**src/rtl/rx_pkg.sv**
```systemverilog
// rtl/rx_pkg.sv - shared types, defaults and helpers for the serial parity receiver
package rx_pkg;

    typedef enum logic {
        DB_LOW  = 1'b0,
        DB_HIGH = 1'b1
    } db_state_e;

    localparam int DEF_SAMPLE_DIV = 100;
    localparam int DEF_DEB_DEPTH  = 4;

    // Callers zero-extend narrower words; zero padding does not change the XOR.
    function automatic logic parity_of(input logic [31:0] vec);
        return ^vec;
    endfunction

endpackage

```
**src/rtl/serial_parity_rx_if.sv**
```systemverilog
// rtl/serial_parity_rx_if.sv - serial input and status bundle of the parity receiver
interface serial_parity_rx_if #(
    parameter int WORD_BITS = 5,
    parameter int NUM_WORDS = 4
);
    localparam int N  = NUM_WORDS * WORD_BITS;
    localparam int CW = $clog2(NUM_WORDS + 1);
    localparam int IW = $clog2(N);

    logic          data;
    logic          ready;
    logic [N-1:0]  buff;
    logic [CW-1:0] match_count;
    logic [CW-1:0] frame_count;
    logic [IW-1:0] bit_index;
    logic          bit_strobe;
    logic          frame_done;

    // Board side: drives the raw switch/GPIO lines, watches the status.
    modport master (
        output data, ready,
        input  buff, match_count, frame_count, bit_index, bit_strobe, frame_done
    );

    // Receiver side.
    modport slave (
        input  data, ready,
        output buff, match_count, frame_count, bit_index, bit_strobe, frame_done
    );
endinterface

```
**src/rtl/ready_debounce.sv**
```systemverilog
// rtl/ready_debounce.sv - synchronises, samples and debounces the noisy ready line
module ready_debounce
    import rx_pkg::*;
#(
    parameter int SAMPLE_DIV = DEF_SAMPLE_DIV,
    parameter int DEB_DEPTH  = DEF_DEB_DEPTH
) (
    input  logic clk_i,
    input  logic rst_i,
    input  logic ready_i,
    output logic clean_o,
    output logic rise_o
);
    localparam int PW = (SAMPLE_DIV > 1) ? $clog2(SAMPLE_DIV) : 1;

    logic [1:0]           sync_q;
    logic [PW-1:0]        presc_q;
    logic                 tick;
    logic [DEB_DEPTH-1:0] samples_q, samples_d;
    db_state_e            state_q, state_d;
    logic                 rise_q;

    assign tick = (presc_q == PW'(SAMPLE_DIV - 1));

    // Synchroniser, prescaler, sample history, debounce state and rise pulse.
    always_ff @(posedge clk_i) begin
        if (rst_i) begin
            sync_q    <= '0;
            presc_q   <= '0;
            samples_q <= '0;
            state_q   <= DB_LOW;
            rise_q    <= 1'b0;
        end else begin
            sync_q    <= {sync_q[0], ready_i};
            presc_q   <= tick ? '0 : presc_q + PW'(1);
            samples_q <= samples_d;
            state_q   <= state_d;
            rise_q    <= (state_q == DB_LOW) && (state_d == DB_HIGH);
        end
    end

    // Shift a sample in on each tick; the clean level flips only on a unanimous history.
    always_comb begin
        samples_d = samples_q;
        state_d   = state_q;
        if (tick) begin
            samples_d = {samples_q[DEB_DEPTH-2:0], sync_q[1]};
        end
        case (state_q)
            DB_LOW:  if (&samples_d)  state_d = DB_HIGH;
            DB_HIGH: if (~|samples_d) state_d = DB_LOW;
            default: state_d = DB_LOW;
        endcase
    end

    assign clean_o = (state_q == DB_HIGH);
    assign rise_o  = rise_q;

endmodule

```
**src/rtl/serial_parity_rx.sv**
```systemverilog
// rtl/serial_parity_rx.sv - serial word receiver with debounced strobe and parity counter
module serial_parity_rx
    import rx_pkg::*;
#(
    parameter int WORD_BITS  = 5,
    parameter int NUM_WORDS  = 4,
    parameter int SAMPLE_DIV = DEF_SAMPLE_DIV,
    parameter int DEB_DEPTH  = DEF_DEB_DEPTH,
    parameter int ODD_PAR    = 0,
    parameter int FRAMED     = 0
) (
    input  logic             CLK,
    input  logic             reset,
    serial_parity_rx_if.slave bus
);
    localparam int   N       = NUM_WORDS * WORD_BITS;
    localparam int   CW      = $clog2(NUM_WORDS + 1);
    localparam int   IW      = $clog2(N);
    localparam logic WANT_PAR = (ODD_PAR != 0);

    logic [1:0]           data_sync_q;
    logic                 clean;
    logic                 rise;
    logic                 shift;
    logic [N-1:0]         buff_q, buff_d;
    logic [IW-1:0]        bit_index_q, bit_index_d;
    logic                 bit_strobe_q;
    logic [CW-1:0]        match_q, match_d;
    logic [CW-1:0]        frame_count_q;
    logic                 frame_done_q;
    logic                 frame_end;
    logic [NUM_WORDS-1:0] word_match;

    ready_debounce #(
        .SAMPLE_DIV (SAMPLE_DIV),
        .DEB_DEPTH  (DEB_DEPTH)
    ) u_ready_debounce (
        .clk_i   (CLK),
        .rst_i   (reset),
        .ready_i (bus.ready),
        .clean_o (clean),
        .rise_o  (rise)
    );

    // rise is only ever raised while clean is high; gating keeps that explicit.
    assign shift = rise & clean;

    // A frame ends on the strobe cycle whose shift wrapped the index back to zero.
    assign frame_end = bit_strobe_q && (bit_index_q == '0);

    for (genvar w = 0; w < NUM_WORDS; w++) begin : g_word
        assign word_match[w] = (parity_of(32'(buff_q[w*WORD_BITS +: WORD_BITS])) == WANT_PAR);
    end

    // Population count of matching words; CW always spans 0..NUM_WORDS.
    always_comb begin
        match_d = '0;
        for (int w = 0; w < NUM_WORDS; w++) begin
            match_d = match_d + CW'(word_match[w]);
        end
    end

    // Shift buffer and frame bit index advance together on each clean rise.
    always_comb begin
        buff_d      = buff_q;
        bit_index_d = bit_index_q;
        if (shift) begin
            buff_d      = {buff_q[N-2:0], data_sync_q[1]};
            bit_index_d = (bit_index_q == IW'(N - 1)) ? '0 : bit_index_q + IW'(1);
        end
    end

    // Data synchroniser, buffer, registered count and frame latch.
    always_ff @(posedge CLK) begin
        if (reset) begin
            data_sync_q   <= '0;
            buff_q        <= '0;
            bit_index_q   <= '0;
            bit_strobe_q  <= 1'b0;
            match_q       <= '0;
            frame_count_q <= '0;
            frame_done_q  <= 1'b0;
        end else begin
            data_sync_q  <= {data_sync_q[0], bus.data};
            buff_q       <= buff_d;
            bit_index_q  <= bit_index_d;
            bit_strobe_q <= shift;
            match_q      <= match_d;
            frame_done_q <= 1'b0;
            if ((FRAMED != 0) && frame_end) begin
                frame_done_q  <= 1'b1;
                frame_count_q <= match_d;
            end
        end
    end

    assign bus.buff        = buff_q;
    assign bus.match_count = match_q;
    assign bus.frame_count = frame_count_q;
    assign bus.bit_index   = bit_index_q;
    assign bus.bit_strobe  = bit_strobe_q;
    assign bus.frame_done  = frame_done_q;

endmodule

```
**src/flat_wrapper.sv**
```systemverilog
// flat-port wrapper written by rule: the top's interface ports become plain ports
module serial_parity_rx_flat import rx_pkg::*;
#(
    parameter int WORD_BITS  = 5,
    parameter int NUM_WORDS  = 4,
    parameter int SAMPLE_DIV = DEF_SAMPLE_DIV,
    parameter int DEB_DEPTH  = DEF_DEB_DEPTH,
    parameter int ODD_PAR    = 0,
    parameter int FRAMED     = 0
)
  (CLK, reset, bus_data, bus_ready, bus_buff, bus_match_count, bus_frame_count, bus_bit_index, bus_bit_strobe, bus_frame_done);
  serial_parity_rx_if #(.WORD_BITS(WORD_BITS), .NUM_WORDS(NUM_WORDS)) bus_i ();
  input  logic CLK;
  input  logic reset;
  input wire logic [$bits(bus_i.data)-1:0] bus_data;
  input wire logic [$bits(bus_i.ready)-1:0] bus_ready;
  output wire logic [$bits(bus_i.buff)-1:0] bus_buff;
  output wire logic [$bits(bus_i.match_count)-1:0] bus_match_count;
  output wire logic [$bits(bus_i.frame_count)-1:0] bus_frame_count;
  output wire logic [$bits(bus_i.bit_index)-1:0] bus_bit_index;
  output wire logic [$bits(bus_i.bit_strobe)-1:0] bus_bit_strobe;
  output wire logic [$bits(bus_i.frame_done)-1:0] bus_frame_done;
  assign bus_i.data = bus_data;
  assign bus_i.ready = bus_ready;
  assign bus_buff = bus_i.buff;
  assign bus_match_count = bus_i.match_count;
  assign bus_frame_count = bus_i.frame_count;
  assign bus_bit_index = bus_i.bit_index;
  assign bus_bit_strobe = bus_i.bit_strobe;
  assign bus_frame_done = bus_i.frame_done;
  serial_parity_rx #(.WORD_BITS(WORD_BITS), .NUM_WORDS(NUM_WORDS), .SAMPLE_DIV(SAMPLE_DIV), .DEB_DEPTH(DEB_DEPTH), .ODD_PAR(ODD_PAR), .FRAMED(FRAMED)) u_core (.CLK(CLK), .reset(reset), .bus(bus_i));
endmodule
```
**config.mk**
```make
export PLATFORM = sky130hd
export DESIGN_NAME = serial_parity_rx_flat
export DESIGN_NICKNAME = d
export VERILOG_FILES = /design/src/rtl/rx_pkg.sv /design/src/rtl/serial_parity_rx_if.sv /design/src/rtl/ready_debounce.sv /design/src/rtl/serial_parity_rx.sv /design/src/flat_wrapper.sv
export SDC_FILE = /design/constraint.sdc
export NUM_CORES = 1
export LEC_CHECK = 0
export CORE_AREA = 2 2 63 65
export DETAILED_ROUTE_END_ITERATION = 10
export DIE_AREA = 0 0 65 67
export PLACE_DENSITY = 0.8
export SETUP_SLACK_MARGIN = 0.1
export SYNTH_ARGS = -nofsm -noshare
export SYNTH_HDL_FRONTEND = slang
export SYNTH_SLANG_ARGS = --single-unit
export TNS_END_PERCENT = 5
```
**constraint.sdc**
```tcl
create_clock -name CLK -period 2.9 [get_ports CLK]
set_input_delay 0.29 -clock CLK [delete_from_list [all_inputs] [get_ports CLK]]
set_output_delay 0.29 -clock CLK [all_outputs]
set_load 0.02 [all_outputs]
```
=== Word-level counts from Yosys, hierarchy flattened ===
Cells that the tools add are included.

* Word-level logic and storage cells: 36
* Memory bits (read-only): 0
* Bits in latches: 0
* Input bits: 4
* Flip-flop bits (word level): 46
* Memories kept: 0
* Memory bits (writable): 0

* Reductions and logical operators: 8
* Shift operators: 0
* Add/sub/neg operators: 5
* Magnitude comparators: 0
* Mux-type cells: 5
* Bitwise operators: 6
* Equal/unequal tests: 2
* Multiply operators: 0
* Divide/modulo/power cells: 0

{| class="wikitable"
|+ Operators with widths
! cell !! number
|-
| $reduce_xor A32 Y1 || 4
|-
| $add A7 B1 Y7 const B || 1
|-
| $eq A7 B7 Y1 const B || 1
|-
| $add A3 B1 Y3 || 2
|-
| $add A5 B1 Y5 const B || 1
|-
| $eq A5 B5 Y1 const B || 1
|-
| $mux W5 || 1
|-
| $not A1 Y1 || 5
|-
| $mux W4 || 1
|-
| $reduce_and A4 Y1 || 1
|-
| $reduce_or A4 Y1 || 1
|-
| $add A1 B1 Y2 || 1
|-
| $mux W1 || 2
|-
| $pmux W1 S2 || 1
|-
| $reduce_or A2 Y1 || 1
|-
| $and A1 B1 Y1 || 1
|-
| $logic_and A1 B1 Y1 || 1
|}

=== Logic depth before layout (Yosys ltp) ===
Gate-level depths: netlist of the first run.

* Depth after elaboration: 6
* Mapped depth: 9
* Mapped depth without buffers: 9

=== Cells and area by module ===
From an unflattened synthesis of the first run, not the netlist that was laid out.

* Cells, all modules: 211
* Area total of the unflattened synthesis: 1,893.1 um^2

{| class="wikitable"
|+ Modules (own cells, without submodules)
! module !! area each (um^2) !! cells an instance !! instances !! seq. area each (um^2)
|-
| serial_parity_rx || 1,308.8 || 154 || 1 || 620.6
|-
| ready_debounce || 584.3 || 57 || 1 || 300.3
|}

=== Worst setup path after synthesis of the first run ===
OpenSTA, ideal clock, no wires.

* Path type: reg-to-reg
* From: register u_core.buff_q[3], in the netlist u_core.bus.buff[3]
* To: register u_core.match_q[1], in the netlist u_core.bus.match_count[1]
* Clock period less this slack: 2,077 ps
* Path slack: 823 ps
* Required time: 2,772 ps
* Cell stages (with the launch flop): 10
* Library setup time: 128 ps
* Data arrival time: 1,949 ps
* Path through: dfxtp_1 xor2_1 xnor2_1 xnor2_1 ha_1 inv_1 fa_1 inv_1 ha_1 nor2b_1

* Word-level cells in the longest chain between the ends: 5

{| class="wikitable"
|+ RTL lines
! item !! line !! text
|-
| from (decl) || serial_parity_rx.sv:25 || <nowiki>logic [N-1:0] buff_q, buff_d;</nowiki>
|-
| from (signal assigned) || serial_parity_rx.sv:85 || <nowiki>buff_q <= buff_d;</nowiki>
|-
| $reduce_xor A32 Y1 || rx_pkg.sv:14 || <nowiki>return ^vec;</nowiki>
|-
| $not A1 Y1 || serial_parity_rx.sv:52 || <nowiki>assign word_match[w] = (parity_of(32'(buff_q[w*WORD_BITS +: WORD_BITS])) == WANT_PAR);</nowiki>
|-
| $add A1 B1 Y2 || serial_parity_rx.sv:59 || <nowiki>match_d = match_d + CW'(word_match[w]);</nowiki>
|-
| $add A3 B1 Y3 (2 in a row) || serial_parity_rx.sv:59 ||
|-
| named net u_core.match_d[1] || serial_parity_rx.sv:28 || <nowiki>logic [CW-1:0] match_q, match_d;</nowiki>
|-
| to (signal assigned) || serial_parity_rx.sv:88 || <nowiki>match_q <= match_d;</nowiki>
|-
| to (decl) || serial_parity_rx.sv:28 ||
|}

The timed path passes the listed nets, and every way through them passes these cells.
A chain may end at the register's enable or synchronous reset.

=== Worst setup path after layout of the first run ===
* From: register u_core.buff_q[9], in the netlist u_core.bus.buff[9]
* To: register u_core.match_q[1], in the netlist u_core.bus.match_count[1]

Same word-level chain as after synthesis.

==> summary.txt, run 1 <==
Detailed routing
  – Vias per std cell: 4.89
  – Iter 0 DRT Violations: 30
  – Pre-Repair DR Iteration Count: 4
  – DRT antenna net count: 0
  – Final wirelength: 3.32 mm
  – Per-cell routed wire length: 11.4 um
  – # DRC: 0
  – Vias: 1,424

Global routing
  – Largest net degree at the start of global routing: 25
  – Initial antenna violation count: 0
  – Gr usage total: 17.9%
  – Vias in the first global route: 1,433
  – Total gr overflow: 0
  – First-pass GRT wire length: 6.00 mm

Logic synthesis
  – Yosys cell types: 30
  – Yosys warns: 0
  – Syn_area_per_cell: 9.04 sq um
  – Post-synthesis cell count: 209
  – Post-synth top flop: dfxtp_1
  – Synthesized area: 0.00189 sq mm
  – Post-synth ARST share: 0%
  – Sequential share of the synthesized area: 48.7%
  – Seq cells post-synth: 46
  – Post-synth EDFFs: 0

Timing
  – Crit share post-route: 69.3%
  – Worst hold slack: 0.442 ns
  – F_max: 497 MHz
  – Worst-Margin Slew: 0.777 ns
  – Final Hold Viols: 0
  – Worst slew margin: 48.0%
  – Fin. max-slew vios: 0
  – Setup violations, final: 0
  – Post-Route Setup TNS: 0 ns
  – RSZ-0062 raised after global routing: no
  – Min Tclk post-route: 2.01 ns
  – Worst Skew: 0.00528 ns

Clock tree
  – Clk root buf: clkbuf_8
  – Reg clk slew, reported paths: 0.08 ns
  – Setup bufs post-CTS: 0
  – TritonCTS clock tree: done
  – Clock sink count: 46
  – Clk buf depth: 2
  – Clock buffer count from CTS: 5
  – Hold Buf Count CTS: 0
  – H-tree Lvls: 2
  – Post-cts repair resize count: 0
  – Clk_lat worst skew: 0.29 ns

Critical path
  – Max FO, Critical Path: 4
  – Worst Setup Start Kind: flop
  – Worst path slowest cell: dfxtp_1
  – Largest stage delay on the critical path: 0.39 ns
  – Delay-heaviest family, CP: adder cells
  – CP Cell Sequence: xor2_1 -> xnor2_1 -> xnor2_1 -> ha_1 -> inv_1 -> fa_1 -> inv_1 -> ha_1 -> nor2b_1
  – Crit path DAT: 2.20 ns
  – Crit Path Category: flop to flop
  – Worst EP required: 3.09 ns
  – Worst path bufs/invs: 2
  – CP Capture Type: flop

Min path
  – Worst hold path type: flop to flop

Place
  – IO Port Bufs: 32
  – DP Cell Count: 283
  – Gpl congestion: 0.716
  – Detailed placer's ending HPWL: 2.26 mm

Cells and area
  – Multi-input gate area in the final layout: 908 sq um
  – Area growth syn-to-layout: 24.6%
  – Sequential cell area: 921 sq um
  – Diode count: 0
  – Layout Cells excl Fill: 291
  – Final nets: 251
  – Fillers: 299
  – Share of layout cells above drive strength 1: 6.17%

Die
  – Area of the die: 0.00436 sq mm
  – Die width: 65 um
  – Ports: 37
  – # rows: 22
  – Initial Util: 52.4%
  – Core ar.: 0.00361 sq mm
  – Die height: 67 um

Power
  – P_leak: 0.852 nW
  – Worst vdd ir: 0.000446 V
  – Pwr dens: 475 mW/mm^2

Flow run
  – Total of max-cap violations: 0

Run status
  – Status: finished, final reports clean
==> worst paths after layout <==
kind	from	end	slack, ns	cells after the start
setup reg to reg	u_core.bus.buff[9]$_SDFFE_PP0P_	u_core.bus.match_count[1]$_SDFF_PP0_	0.89	9
setup / recovery	u_core.bus.buff[9]$_SDFFE_PP0P_	u_core.bus.match_count[1]$_SDFF_PP0_	0.89	9
hold / removal	u_core.u_ready_debounce.sync_q[0]$_SDFF_PP0_	u_core.u_ready_debounce.sync_q[1]$_SDFF_PP0_	0.44	1
hold reg to reg	u_core.u_ready_debounce.sync_q[0]$_SDFF_PP0_	u_core.u_ready_debounce.sync_q[1]$_SDFF_PP0_	0.44	1
==> through the flow <==
step           setup WS (ns)  util, %  instance area [sq um]  power, mW
4_1_cts                0.854     65.3                   2350       1.13
6_report               0.889     65.3                   2350       1.12
2_1_floorplan          0.823        -                   1900      0.683
3_5_place_dp           0.874     62.2                   2240      0.691
3_3_place_gp           0.924     62.2                   2240      0.690
5_1_grt                0.762     65.3                   2350       1.16
==> Yosys cell counts, types with 2 or more instances <==
master,n,area [sq um]
dfxtp_1,46,921
xor2_1,5,43.8
nand4_1,2,12.5
and3_1,2,12.5
o21ai_0,2,10.0
nor2b_1,8,50.1
nor3_1,2,10.0
nand2_1,42,158
nor2_1,18,67.6
clkbuf_1,7,26.3
buf_4,4,30.0
nand3_1,3,15.0
a21oi_1,24,120
xnor2_1,17,149
ha_1,4,50.1
mux2i_1,5,50.1
inv_1,3,11.3
nand2b_1,2,12.5
nor4_1,2,12.5
==> routing by layer <==
metal,share of wire (%),track usage [%],up-vias,wire length (um)
li1,-,-,737,-
met1,47,20.1,654,1570
met2,46,31.3,26,1520
met3,5.3,5.57,7,175
met4,1.6,7.18,0,54
met5,0,0,-,0
==> where the power goes <==
group          internal (mW)  total, mW  switching, mW  leakage [nW]
Clock                  0.241      0.443          0.203        0.0575
Sequential             0.638      0.641        0.00374         0.372
Combinational         0.0134     0.0341         0.0207         0.422
Total                  0.892       1.12          0.227         0.852
==> kinds of logic after synthesis <==
group	share of synthesized area, %
simple gates	22.4
other cells	0.198
buf+inv	3.77
xor+xnor	10.2
fa+ha+maj	3.71
mux	3.44
compound gates	7.55
flops	48.7
==> layout by cell type (no fill, tap or decap), types with 4 or more instances in the layout <==
cell             Yosys  final
a21oi_1             24     24
nor2_1              18     18
clkdlybuf4s50_1      0     32
dfxtp_1             46     46
xnor2_1             17     17
xor2_1               5      5
nand2_1             42     42
mux2i_1              5      5
conb_1               1      4
clkbuf_8             0      8
ha_1                 4      4
nor2b_1              8      8
==> final cells by class <==
class | count | share of cell area [%]
clock buffer | 8 | 4.68
inverter | 3 | 0.478
multi-input combinational | 151 | 38.6
sequential | 46 | 39.1
tap | 48 | 2.55
timing repair buffer | 35 | 14.6
==> flip-flops by register name, summed over array words and instances (netlist names) <==
register / cells
u_core.u_ready_debounce.sync_q: 2
u_core.u_ready_debounce.clean_o: 1
u_core.bus.bit_index: 5
u_core.data_sync_q: 2
u_core.u_ready_debounce.presc_q: 7
u_core.bus.buff: 20
u_core.u_ready_debounce.rise_o: 1
u_core.bus.match_count: 3
u_core.u_ready_debounce.samples_q: 4
u_core.bus.bit_strobe: 1
Note: power is estimated with default switching activity, not from simulation.
==> run 2, diff against run 1 <==
Settings changed: CORE_AREA 2 2 63 65 to 2 2 65 67, DIE_AREA 0 0 65 67 to 0 0 67 69, PLACE_DENSITY 0.8 to 0.75.
Clock period 2.9 ns to 1.89 ns, I/O delays scaled along.
==> run 2 against run 1 <==
  * The flow now finishes with violations (negative setup slack)
  * Global-route usage decreased by 1.1 points
  * Worst hold slack improved by 0.0012 ns
  * Clock skew decreased by 0.0020 ns
  * Cell area increased by 3.0%
  * Fmax increased by 3.1%
  * Flip-flop and latch count unchanged
  * Non-clock buffer count increased by 10
  * Die area increased by 6.2%
  * Critical path depth unchanged
==> summary.txt, run 2 (same netlist as run 1, synthesis figures left out) <==
Critical path
  – Worst Setup Start Kind: flop
  – Max FO, Critical Path: 2
  – Worst EP required: 2.08 ns
  – Crit Path Category: flop to flop
  – Worst R2R Path Depth: 9
  – CP Capture Type: flop
  – Crit path DAT: 2.14 ns

Place
  – Place WS: -0.0787 ns
  – Detailed placer's ending HPWL: 2.46 mm
  – DP Cell Count: 295
  – Placed cell areas: 0.00234 sq mm
  – Gpl congestion: 0.801
  – IO Port Bufs: 32

Global routing
  – Vias in the first global route: 1,343
  – First-pass GRT wire length: 6.00 mm
  – Largest net degree at the start of global routing: 25
  – Initial antenna violation count: 0
  – Gr usage total: 16.7%
  – Total gr overflow: 0

Cells and area
  – Final nets: 261
  – Layout Cells excl Fill: 303
  – Core Util, Final: 61.9%
  – Number of flip-flops in the largest register: 20
  – Share of layout cells above drive strength 1: 13.0%
  – Diode count: 0
  – Area growth syn-to-layout: 28.3%
  – Most common cell after layout, fill and taps aside: nand2_1
  – Most frequent cells in the layout: 42 x nand2_1, 38 x dfxtp_1, 32 x clkdlybuf4s50_1
  – Final instance area: 0.00242 sq mm

Min path
  – Hold Path Stages: 2
  – Worst hold path type: flop to flop

Clock tree
  – Hold Buf Count CTS: 0
  – Clk_lat worst skew: 0.29 ns
  – Setup bufs post-CTS: 0
  – TritonCTS clock tree: done
  – Reg clk slew, reported paths: 0.08 ns
  – Clock sink count: 46
  – H-tree Lvls: 2
  – Clk buf depth: 2
  – Clk root buf: clkbuf_8
  – Clock buffer count from CTS: 5

Detailed routing
  – Vias: 1,448
  – Per-cell routed wire length: 11.6 um
  – Pre-Repair DR Iteration Count: 4
  – Iter 0 DRT Violations: 39
  – Vias per std cell: 4.78
  – Final wirelength: 3.51 mm
  – DRT antenna net count: 0
  – # DRC: 0

Power
  – Switching share of power: 21.7%
  – Clock network power share: 35.7%
  – Pwr dens: 662 mW/mm^2
  – PnR Total Power: 1.61 mW
  – Sw power: 0.349 mW
  – Share of power burned in registers: 61.0%
  – Worst vdd ir: 0.000465 V
  – Combinational share of power: 3.3%
  – P_leak: 0.892 nW
  – Int Pwr: 1.26 mW

Die
  – Initial Util: 48.3%
  – # rows: 23
  – Die width: 67 um
  – Die height: 69 um
  – Ports: 37
  – Area of the die: 0.00462 sq mm
  – Core ar.: 0.00391 sq mm

Timing
  – RSZ-0062 raised after global routing: yes
  – Post-Route Setup TNS: -0.0610 ns
  – Worst hold slack: 0.443 ns
  – Min setup slack post-route: -0.0610 ns
  – Final Hold Viols: 0
  – Setup violations, final: 1
  – Worst Skew: 0.00324 ns
  – F_max: 513 MHz
  – Crit share post-route: 103%
  – Min Tclk post-route: 1.95 ns
  – Fin. max-slew vios: 0

Flow run
  – Total of max-cap violations: 0

Run status
  – Status: finished, violations left
  – Violated checks: negative setup slack
==> run 2: cell count changes in the layout (fill, tap and decap cells not counted), moves of 2 or more <==
cell / before / now
buf_4: 3 / 13
clkbuf_1: 0 / 3
clkbuf_8: 8 / 5
dfxtp_1: 46 / 38
dfxtp_2: 0 / 4
dfxtp_4: 0 / 4
inv_1: 3 / 1
inv_2: 0 / 2
==> run 2: final cells by class <==
type	count	area, sq um
well taps	50	62.6
fillers	345	1490
repair buffers	45	418
inverters	3	11.3
flip-flops and latches	46	941
clock buffers	8	80.1
multi-input cells	151	911
==> run 2: worst paths after layout <==
check                                   startpoint                                   end  slack (ns)
setup / recovery   u_core.bus.buff[4]$_SDFFE_PP0P_  u_core.bus.match_count[1]$_SDFF_PP0_       -0.06
setup reg to reg   u_core.bus.buff[4]$_SDFFE_PP0P_  u_core.bus.match_count[1]$_SDFF_PP0_       -0.06
hold / removal    u_core.data_sync_q[1]$_SDFF_PP0_       u_core.bus.buff[0]$_SDFFE_PP0P_        0.44
hold reg to reg   u_core.data_sync_q[1]$_SDFF_PP0_       u_core.bus.buff[0]$_SDFFE_PP0P_        0.44
==> run 2: power groups by stage <==
stage	registers (mW)	logic (mW)	clock network, mW
final	0.979	0.0527	0.574
after global routing	0.980	0.0578	0.624
after floorplan	1.00	0.0405	0
after CTS	0.979	0.0532	0.583
after global placement	1.00	0.0520	0
after detailed placement	1.00	0.0524	0
==> run 2: what timing repair did <==
item	CTS	global route
pin swaps	0	0
gates resized for setup	1	0
endpoints found under the setup margin	3	3
==> run 2: worst max-delay path: stages (launching register included) <==
cell and delay (ns):
dfxtp_4 0.35, xor2_1 0.16, xnor2_1 0.18, xnor2_1 0.10, ha_1 0.30, inv_2 0.04, fa_2 0.33, inv_2 0.05
ha_1 0.20, nor2b_1 0.13
==> run 2: layer usage <==
layer	part of all wire [%]	track usage, %
met1	46	21.2
met2	48	25.7
met3	4.7	5.55
met4	1.9	6.80
met5	0	0
